$ cat src/rtl/lfsr_pattern_counter.sv
// LFSR pattern-hit counter: Fibonacci LFSR stepped on qualified TICK, NCH serial detectors, per-period hit total.
// Latency: every step updates LFSR_Q/HIT/COUNT/PERIOD_DONE on the CCLK edge that samples TICK (1 cycle).
// Backpressure: none; TICK is a free-running strobe, and a cycle without a step simply holds all state.
module lfsr_pattern_counter #(
  parameter int                    LFSR_W  = 10,
  parameter logic [LFSR_W-1:0]     TAPS    = 10'h240,
  parameter logic [LFSR_W-1:0]     SEED    = 10'h001,
  parameter int                    NCH     = 6,
  parameter logic [NCH*8-1:0]      CH_BIT  = 48'h05_04_03_02_01_00,
  parameter int                    PAT_LEN = 4,
  parameter logic [PAT_LEN-1:0]    PATTERN = 4'b1011,
  parameter int                    CNT_W   = 15
) (
  input  logic              CCLK,
  input  logic              RESET,
  input  logic              ENGAGE,
  input  logic              TICK,
  input  logic              CLR,
  output logic [LFSR_W-1:0] LFSR_Q,
  output logic [NCH-1:0]    HIT,
  output logic [CNT_W-1:0]  COUNT,
  output logic [CNT_W-1:0]  LAST_COUNT,
  output logic              PERIOD_DONE,
  output logic              SAT
);

  localparam int               FILL_W    = $clog2(PAT_LEN + 1);
  localparam logic [FILL_W-1:0] FILL_FULL = FILL_W'(PAT_LEN);
  localparam logic [CNT_W-1:0]  CNT_MAX   = {CNT_W{1'b1}};

  logic [LFSR_W-1:0]              lfsr_q, lfsr_d;
  logic [NCH-1:0][PAT_LEN-1:0]    hist_q, hist_d;
  logic [FILL_W-1:0]              fill_q, fill_d;
  logic [NCH-1:0]                 hit_q, hit_d;
  logic [CNT_W-1:0]               cnt_q, cnt_d;
  logic [CNT_W-1:0]               last_q, last_d;
  logic                           done_q, done_d;
  logic                           sat_q, sat_d;

  // Candidate values for a step, computed every cycle and only committed when step is high.
  logic                           step;
  logic                           fb;
  logic [LFSR_W-1:0]              lfsr_nx;
  logic [NCH-1:0]                 sel_bit;
  logic [NCH-1:0][PAT_LEN-1:0]    hist_nx;
  logic [FILL_W-1:0]              fill_nx;
  logic [NCH-1:0]                 hit_nx;
  logic [CNT_W-1:0]               cnt_inc;
  logic                           sat_nx;

  // Step datapath: LFSR advance, channel bit taps (pre-advance state), history shift, match and saturating count.
  always_comb begin
    step    = ENGAGE & TICK & ~CLR;
    fb      = ^(lfsr_q & TAPS);
    lfsr_nx = {lfsr_q[LFSR_W-2:0], fb};
    fill_nx = (fill_q == FILL_FULL) ? fill_q : fill_q + FILL_W'(1);
    sel_bit = '0;
    hist_nx = '0;
    hit_nx  = '0;
    for (int i = 0; i < NCH; i++) begin
      // Channel tap index is a parameter byte; decode it as a mux so the index width never matters.
      for (int b = 0; b < LFSR_W; b++) begin
        if (CH_BIT[i*8 +: 8] == 8'(b)) sel_bit[i] = lfsr_q[b];
      end
      hist_nx[i] = {hist_q[i][PAT_LEN-2:0], sel_bit[i]};
      // fill masks the zero-filled history until PAT_LEN real samples have been shifted in.
      hit_nx[i]  = (fill_nx == FILL_FULL) && (hist_nx[i] == PATTERN);
    end
    // Any number of simultaneous channel hits adds exactly one.
    cnt_inc = (cnt_q == CNT_MAX) ? cnt_q : cnt_q + CNT_W'(|hit_nx);
    sat_nx  = sat_q | (cnt_inc == CNT_MAX);
  end

  // Next-state selection: CLR dominates, then step; PERIOD_DONE is a single-cycle pulse.
  always_comb begin
    lfsr_d = lfsr_q;
    hist_d = hist_q;
    fill_d = fill_q;
    hit_d  = hit_q;
    cnt_d  = cnt_q;
    last_d = last_q;
    done_d = 1'b0;
    sat_d  = sat_q;
    if (CLR) begin
      lfsr_d = SEED;
      hist_d = '0;
      fill_d = '0;
      hit_d  = '0;
      cnt_d  = '0;
      sat_d  = 1'b0;
    end else if (step) begin
      lfsr_d = lfsr_nx;
      hist_d = hist_nx;
      fill_d = fill_nx;
      hit_d  = hit_nx;
      cnt_d  = cnt_inc;
      sat_d  = sat_nx;
      // Returning to SEED closes the period; history and fill carry on so patterns can straddle it.
      if (lfsr_nx == SEED) begin
        done_d = 1'b1;
        last_d = cnt_inc;
        cnt_d  = '0;
        sat_d  = 1'b0;
      end
    end
  end

  // State registers with asynchronous active-low reset.
  always_ff @(posedge CCLK or negedge RESET) begin
    if (!RESET) begin
      lfsr_q <= SEED;
      hist_q <= '0;
      fill_q <= '0;
      hit_q  <= '0;
      cnt_q  <= '0;
      last_q <= '0;
      done_q <= 1'b0;
      sat_q  <= 1'b0;
    end else begin
      lfsr_q <= lfsr_d;
      hist_q <= hist_d;
      fill_q <= fill_d;
      hit_q  <= hit_d;
      cnt_q  <= cnt_d;
      last_q <= last_d;
      done_q <= done_d;
      sat_q  <= sat_d;
    end
  end

  assign LFSR_Q      = lfsr_q;
  assign HIT         = hit_q;
  assign COUNT       = cnt_q;
  assign LAST_COUNT  = last_q;
  assign PERIOD_DONE = done_q;
  assign SAT         = sat_q;

endmodule

$ cat config.mk
export PLATFORM = sky130hd
export DESIGN_NAME = lfsr_pattern_counter
export DESIGN_NICKNAME = d
export VERILOG_FILES = /design/src/rtl/lfsr_pattern_counter.sv
export SDC_FILE = /design/constraint.sdc
export NUM_CORES = 1
export LEC_CHECK = 0
export ABC_AREA = 1
export CAP_MARGIN = 30
export CORE_MARGIN = 8
export CORE_UTILIZATION = 45
export DETAILED_ROUTE_END_ITERATION = 10
export PLACE_DENSITY_LB_ADDON = 0.08
export SLEW_MARGIN = 20
export SYNTH_ARGS = -nofsm -noshare
export SYNTH_HDL_FRONTEND = slang
export SYNTH_SLANG_ARGS = --single-unit
$ cat constraint.sdc
create_clock -name CCLK -period 3.73 [get_ports CCLK]
set_input_delay 0.746 -clock CCLK [delete_from_list [all_inputs] [get_ports CCLK]]
set_output_delay 0.746 -clock CCLK [all_outputs]
set_load 0.02 [all_outputs]
=== Word-level counts from Yosys, hierarchy flattened ===
Cells that the tools add are included.

* Bits in registers: 69
* Output and inout bits: 48
* Word-level logic and storage cells: 59
* Bits of input ports: 5

* Eq/ne operators: 11
* Add/subtract/negate cells: 2
* Bitwise operators: 4
* Multiplexer cells: 19
* Reduce and logical (&&, ||, !) cells: 10

{| class="wikitable"
|+ Operator list
! kind !! count
|-
| 15-bit two-way mux || 4
|-
| 23-bit two-way mux || 2
|-
| 15-bit equality test (second input constant) || 2
|-
| 4-bit equality test (second input constant) || 6
|-
| 10-bit two-way mux || 2
|-
| 15-bit by 1-bit adder with 15-bit output || 1
|-
| 6-bit two-way mux || 2
|-
| 10-bit by 1-bit equality test with 1-bit output (second input constant) || 1
|-
| 10-bit XOR reduction || 1
|-
| 3-bit two-way mux || 3
|-
| 3-bit equality test (second input constant) || 2
|-
| 1-bit logical AND || 6
|-
| 1-bit two-way mux || 6
|-
| 6-bit OR reduction || 1
|-
| 3-bit by 1-bit adder with 3-bit output (second input constant) || 1
|-
| 3-bit AND reduction || 1
|-
| 1-bit bitwise AND || 2
|-
| 2-bit nonzero test || 1
|-
| 1-bit inverter || 1
|-
| 1-bit bitwise OR || 1
|}

=== Longest topological paths before layout ===
Gate-level depths: netlist (run 1).

* Depth after elaboration: 12
* Depth in mapped cells: 24
* Depth with buffers taken out: 24

=== Worst setup path after synthesis (run 1) ===
OpenSTA, ideal clock, no wires.

* Path kind: register to register
* Start: register fill_q[0]
* End: register last_q[14] (netlist: LAST_COUNT[14])
* Clock period less this slack: 2,794 ps
* Arrival: 2,669 ps
* Slack: 936 ps
* Cell stages (with the launch flop): 18
* Buffers on the path: 0
* Data required time: 3,605 ps
* Library setup time: 125 ps
* Cell sequence: dfrtp_1 -> inv_1 -> ha_1 -> nand2_1 -> xor2_1 -> nor3_2 -> nand3_1 -> nand2_1 -> nor2_1 -> nand3_1 -> ha_1 -> ha_1 -> nand3_1 -> inv_1 -> nand3_1 -> o21ai_0 -> nand3b_1 -> mux2_2

* Word-level cells in the longest chain between the ends: 7
* Elaborated cells between the ends (all ways): 13
* Classes of those cells: add/sub: 2; eq/ne: 2; mux: 2; reduce/logical: 7

{| class="wikitable"
|+ Ends and longest elaborated chain
! element !! RTL line !! text
|-
| start: declaration || 33 || <nowiki>logic [FILL_W-1:0] fill_q, fill_d;</nowiki>
|-
| start signal: assignment || 122 || <nowiki>fill_q <= fill_d;</nowiki>
|-
| 3-bit by 1-bit adder with 3-bit output / 3-bit equality test (equally long branches) || 56 || <nowiki>fill_nx = (fill_q == FILL_FULL) ? fill_q : fill_q + FILL_W'(1);</nowiki>
|-
| 3-bit two-way mux (*) || 56 ||
|-
| 3-bit equality test (*) || 67 || <nowiki>hit_nx[i] = (fill_nx == FILL_FULL) && (hist_nx[i] == PATTERN);</nowiki>
|-
| 1-bit logical AND || 67 ||
|-
| 6-bit OR reduction (*) || 70 || <nowiki>cnt_inc = (cnt_q == CNT_MAX) ? cnt_q : cnt_q + CNT_W'(|hit_nx);</nowiki>
|-
| 15-bit by 1-bit adder with 15-bit output (*) || 70 ||
|-
| 15-bit two-way mux (*) || 70 ||
|-
| end signal: assignment || 125 || <nowiki>last_q <= last_d;</nowiki>
|-
| end: declaration || 36 || <nowiki>logic [CNT_W-1:0] last_q, last_d;</nowiki>
|}

Mark *: on every way between the ends. The rest lies on a longest branch, timed or not.
A chain may end at the register's enable or synchronous reset.

=== Final worst setup path (run 1) ===
Ends and elaborated chain as after synthesis.

==> flow_summary_export.csv, run 1 <==
group,metric,value,unit
critical_path,critical_path.cell_chain,"inv_1 > ha_1 > nand2_1 > xor2_1 > nor3_2 > nand3_1 > nand2_1 > nor2_1 > nand3_1 > ha_1 > ha_1 > nand3_1 > inv_1 > nand3_1 > o21ai_0 > nand3b_1 > mux2_2",
timing,timing.slew.headroom,0.479,
drt,drtPass1Iterations,4,
place,dp.final_hpwl,5110,um
die,die_area,8540,um2
logic_synthesis,synthesis.yosys.warnings,0,
cells_and_area,mostFrequentLayoutCell,"nand2_1",
logic_synthesis,synth-seq-cells,51,
critical_path,timing.reg2reg.setup_slack,0.55,ns
drt,drt_wl_total,6770,um
logic_synthesis,post_synthesis_net_count,332,
cells_and_area,antennaDiodeCount,0,
clocking,worst_setup_hold_path_clk_slew,0.09,ns
timing,setup_violations,0,
clocking,deepest_clock_path_buffer_count,2,
place,placement.io_buffers,52,
clocking,resize_count_post_cts,0,
clocking,clk-insertion-delay-late,0.30,ns
die,die_h,92.4,um
grt,grt_first_pass_wirelength,11200,um
cells_and_area,finalNetCount,387,
logic_synthesis,syn-mean-instance-area,8.13,um2
logic_synthesis,main_flop_type_after_synthesis,"dfrtp_1",
flow_run,maxCapViolCount,0,
logic_synthesis,netlist.top_cell.by_area,"dfrtp_1",
critical_path,cp.arrival,3.37,ns
timing,skew,0.00727,ns
drt,route.vias.total,2360,
pwr,internal_power_consumption,767,uW
drt,avgRoutedWirePerCell,14.9,um
die,initial_utilization,0.454,
logic_synthesis,sequential_share_of_the_synthesized_area,0.486,
critical_path,cp-startpoint,"fill_q[0]",
clocking,numClockSinks,51,
pwr,largest_vdd_supply_drop,0.158,mV
pwr,power_density,296,nW/um2
die,num_ports,53,
critical_path,slowest_delay,0.41,ns
grt,grt_antenna_before_repair,0,
timing,tightest_pin_transition,0.778,ns
die,die_w,92.4,um
timing,min_period_over_period,0.851,
critical_path,worstReg2RegStart,"fill_q[0]",
clocking,clk_root_buffer_cell,"clkbuf_8",
logic_synthesis,synth_cell_type_count,29,
logic_synthesis,instance_count_of_the_mapped_netlist,323,
die,placeableCoreArea,5780,um2
critical_path,cpMostUsedCell,"nand3_1",
drt,drt.antenna.violating_nets,0,
critical_path,path_buf_inv,2,
clocking,tritoncts_clock_tree,"done",
cells_and_area,layout-area-overhead-vs-synth,26.5,%
cells_and_area,final_cell_count_without_fillers,453,
pwr,pwr-share-seq,0.568,
critical_path,family_with_the_most_delay_on_the_worst_path,"simple AND/OR/NAND/NOR gates",
pwr,netSwitchingFraction,0.221,
timing,grt_setup_unrepaired,"false",
timing,report.final.slew_viol_count,0,
grt,first_global_vias,2318,
die,floorplan.rows,28,
grt,grt_overflow,0,
grt,global_route.usage.total,0.162,
clocking,cts-hold-fix-buffers,0,
clocking,postCtsSetupRepairBufs,0,
place,routabilityCongestion,0.886,
cells_and_area,most_frequent_cells_in_the_layout,"nand2_1 (82), clkdlybuf4s50_1 (51), dfrtp_1 (50), inv_1 (39), o21ai_0 (27)",
logic_synthesis,post_synthesis_instance_area,2630,um2
logic_synthesis,synth_enable_flop_cells,0,
logic_synthesis,synth_largest_type_area_fraction,0.476,
logic_synthesis,ys_async_sr_fraction,1.00,
drt,dr.first_iter.drc_count,121,
place,dp.cells,446,
grt,grt_max_degree,35,
cells_and_area,drive_above_1_share,0.0926,
min_path,min-delay-path-class,"in2async",
clocking,cts_htree_levels,2,
timing,totalNegativeSetupSlack,0,ns
timing,final-hold-violation-count,0,
logic_synthesis,synthTopCellsByArea,"dfrtp_1 (48%), nand2_1 (12%), inv_1 (5.6%)",
timing,maximum_operating_frequency,0.315,GHz
timing,post_route_minimum_period,3.18,ns
critical_path,critical_path.max_fanout,6,
critical_path,timing.critical_path.from_type,"register",
status,result_of_the_run,"finished clean",
clocking,cts_inserted_buffers,5,
pwr,power_switching,217,uW
pwr,comb_power_share,0.050,
pwr,share_of_power_burned_in_the_clock_network,0.381,
drt,post-route-drc-count,0,
critical_path,critical_path_class,"reg2reg",
timing,timing.hold.ws,0.496,ns
critical_path,crit_path_top_delay_cell,"dfrtp_1",
critical_path,cp.required,3.92,ns
pwr,power_leakage,0.00152,uW
drt,vias_per_cell,5.21,
critical_path,worstSetupEndpointType,"register",
per-stage QoR:
step	cell area, um2	setup WS [ns]	util	total power [uW]
after CTS	3320	0.569	0.575	994
after detailed placement	3220	0.616	0.557	621
after floorplan	2630	0.936	-	594
final	3320	0.554	0.575	984
after global placement	3220	0.720	0.557	621
after global routing	3320	0.177	0.575	1020
cells by family (layout without fill, tap and decap cells):
logic type               Yosys count  count (layout)  synth area share
AND/OR/NAND/NOR                  157             157             0.262
flip-flops                        51              51             0.486
AO/OA/AOI/OAI                     48              48            0.0991
buffers and inverters             48             103            0.0719
multiplexers                      12              12            0.0515
adder cells (fa/ha/maj)            4               4            0.0191
XOR/XNOR                           3               3            0.0100
cell usage after synthesis, drive strengths merged, types with 4 or more instances:
cell   instances
a21oi          5
dfrtp         50
ha             4
inv           41
mux2          12
nand2         87
nand3         24
nand4          4
nor2          30
nor3          10
o21ai         29
o22ai         10
area by class of cell:
type | instances | area, um2
multi-input combinational | 224 | 1160
sequential | 51 | 1280
clock buffer | 6 | 72.6
tap | 75 | 93.8
fill | 549 | 2460
inverter | 42 | 158
clock inverter | 1 | 30.0
timing repair buffer | 54 | 531
power groups by stage:
stage	combinational, uW	sequential [uW]	clock (uW)
after floorplan	21.3	573	0
after global placement	50.5	570	0
after detailed placement	50.5	570	0
after CTS	50.7	559	384
after global routing	56.5	560	402
final	49.5	559	375
per-layer routing:
layer,share of wire,GRT usage,vias to the layer above
met5,0,0,-
met4,0.0084,0.0430,0
met3,0.077,0.0413,5
met2,0.43,0.244,72
met1,0.48,0.224,1118
li1,-,-,1165
flip-flops by register name (all words and copies together) (netlist names):
register     cells
fill_q           3
LAST_COUNT      15
LFSR_Q          10
HIT              6
COUNT           15
SAT              1
PERIOD_DONE      1
final timing paths:
check / end / cells after the start
worst max-delay path: LAST_COUNT[14] / 17
worst min-delay path: HIT[0] / 1
worst max register to register: LAST_COUNT[14] / 17
worst min register to register: HIT[3] / 2
max in group asynchronous: COUNT[12] / 2
min in group CCLK: HIT[3] / 2
worst reg2reg max path: cells and delay by family, from the launching register on:
| kind | cells | cell delay (ns) |
|---|---|---|
| buffers and inverters | 2 | 0.22 |
| flip-flops | 1 | 0.41 |
| adder cells (fa/ha/maj) | 3 | 0.62 |
| AO/OA/AOI/OAI | 1 | 0.16 |
| AND/OR/NAND/NOR | 9 | 1.20 |
| multiplexers | 1 | 0.29 |
| XOR/XNOR | 1 | 0.18 |
No activity file was read; power rests on OpenSTA's default activity.
==> run 2: changes to the inputs <==
--- a/config.mk
+++ b/config.mk
@@ -11,6 +11,7 @@
 export CORE_UTILIZATION = 45
 export DETAILED_ROUTE_END_ITERATION = 10
 export PLACE_DENSITY_LB_ADDON = 0.08
+export SETUP_SLACK_MARGIN = 0.4
 export SLEW_MARGIN = 20
 export SYNTH_ARGS = -nofsm -noshare
 export SYNTH_HDL_FRONTEND = slang
==> flow_summary_export.csv, run 2 (synthesis results as in run 1) <==
group,metric,value,unit
grt,grt_first_pass_wirelength,11200,um
pwr,largest_vdd_supply_drop,0.157,mV
cells_and_area,drive_above_1_share,0.103,
cells_and_area,final_cell_count_without_fillers,454,
cells_and_area,final_core_utilization,0.578,
drt,drt.antenna.violating_nets,0,
die,num_ports,53,
critical_path,worstReg2RegStart,"fill_q[0]",
die,die_area,8540,um2
min_path,min-delay-path-class,"in2async",
timing,grt_setup_unrepaired,"false",
critical_path,cp.arrival,3.24,ns
critical_path,critical_path.max_fanout,6,
timing,tightest_pin_transition,0.769,ns
critical_path,crit-reg2reg-capture,"LAST_COUNT[14]",
drt,route.vias.total,2364,
place,dp.final_hpwl,5110,um
critical_path,worstSetupEndpointType,"register",
cells_and_area,finalNetCount,388,
timing,skew,0.00918,ns
timing,report.final.slew_viol_count,0,
drt,drt_wl_total,6840,um
drt,dr.first_iter.drc_count,149,
place,routabilityCongestion,0.886,
place,placement.io_buffers,52,
die,initial_utilization,0.454,
die,die_h,92.4,um
clocking,clk_root_buffer_cell,"clkbuf_8",
place,post-place-ws,0.616,ns
clocking,clk-insertion-delay-late,0.30,ns
cells_and_area,n_fill_cell,550,
cells_and_area,antennaDiodeCount,0,
clocking,worst_setup_hold_path_clk_slew,0.09,ns
pwr,power_leakage,0.00151,uW
timing,totalNegativeSetupSlack,0,ns
timing,final-hold-violation-count,0,
status,result_of_the_run,"finished clean",
timing,min_period_over_period,0.816,
grt,global_route.usage.total,0.162,
drt,avgRoutedWirePerCell,15.1,um
cells_and_area,layout.area.seq,1280,um2
drt,vias_per_cell,5.21,
clocking,numClockSinks,51,
die,floorplan.rows,28,
place,dp.cells,446,
clocking,cts-hold-fix-buffers,0,
flow_run,maxCapViolCount,0,
timing,maximum_operating_frequency,0.329,GHz
pwr,power_density,295,nW/um2
drt,post-route-drc-count,0,
grt,first_global_vias,2318,
timing,post_route_minimum_period,3.04,ns
timing,timing.final.ws_setup,0.688,ns
cells_and_area,most_frequent_cells_in_the_layout,"nand2_1 (82), clkdlybuf4s50_1 (51), dfrtp_1 (50), inv_1 (39), o21ai_0 (27)",
clocking,deepest_clock_path_buffer_count,2,
critical_path,r2r.worst_path.cells,18,
critical_path,timing.critical_path.from_type,"register",
die,die_w,92.4,um
cells_and_area,layout-area-overhead-vs-synth,27.2,%
cells_and_area,multiInputGateArea,1170,um2
clocking,cts_htree_levels,2,
timing,setup_violations,0,
grt,grt_max_degree,35,
clocking,tritoncts_clock_tree,"done",
grt,grt_overflow,0,
cells_and_area,mostFrequentLayoutCell,"nand2_1",
die,placeableCoreArea,5780,um2
timing,timing.slew.headroom,0.485,
drt,drtPass1Iterations,4,
pwr,fin_total_pwr,985,uW
critical_path,critical_path_class,"reg2reg",
critical_path,cp.required,3.92,ns
clocking,cts_inserted_buffers,5,
critical_path,timing.reg2reg.setup_slack,0.69,ns
grt,grt_antenna_before_repair,0,
## run 2: cell types whose count changed in the layout (fill, tap and decap cells not counted), sizes merged
cell  change
buf       +1
## run 2: cell type report
type | instances | area share
multi-input combinational | 224 | 0.350
sequential | 51 | 0.383
timing repair buffer | 55 | 0.161
clock buffer | 6 | 0.0217
clock inverter | 1 | 0.00899
tap | 75 | 0.0281
inverter | 42 | 0.0472
## run 2: repair_timing
item	in CTS	in global routing
endpoints found under the setup margin	0	4
buffers inserted	0	1
resized for setup	0	3
## run 2: worst max path at each step
stage                   start        endpoint  cells after the start
floorplan           fill_q[0]  LAST_COUNT[14]                     17
global placement       ENGAGE        COUNT[6]                      6
detailed placement  fill_q[0]  LAST_COUNT[14]                     17
CTS                 fill_q[0]  LAST_COUNT[14]                     17
global route        fill_q[0]             SAT                     24
finish              fill_q[0]  LAST_COUNT[14]                     18
## run 2: where the power goes
part / internal (uW) / switching (uW)
sequential: 556 / 2.98
clock: 197 / 179
combinational: 13.6 / 36.2
## run 2: metrics by stage
stage                     hold slack, ns  cell area [um2]
after floorplan                    0.450             2630
after detailed placement           0.481             3220
final                              0.498             3340
after global routing               0.531             3340
after CTS                          0.506             3320
after global placement             0.483             3220
## run 2: critical path, stage by stage (launching register included)
cell      delay [ns]
dfrtp_1         0.42
inv_1           0.09
ha_1            0.14
nand2_1         0.08
xor2_1          0.18
nor3_2          0.20
buf_4           0.16
nand3_1         0.10
nand2_1         0.08
nor2_1          0.04
nand3_1         0.07
ha_2            0.21
ha_2            0.24
nand3_2         0.13
inv_1           0.12
nand3_1         0.10
o21ai_0         0.16
nand3b_1        0.13
mux2_2          0.28
## run 2: per-layer routing
layer / part of all wire / vias up / GRT usage
li1: - / 1167 / -
met2: 0.43 / 82 / 0.244
met4: 0.0083 / 0 / 0.0430
met5: 0 / - / 0
met3: 0.095 / 5 / 0.0413
met1: 0.46 / 1110 / 0.224
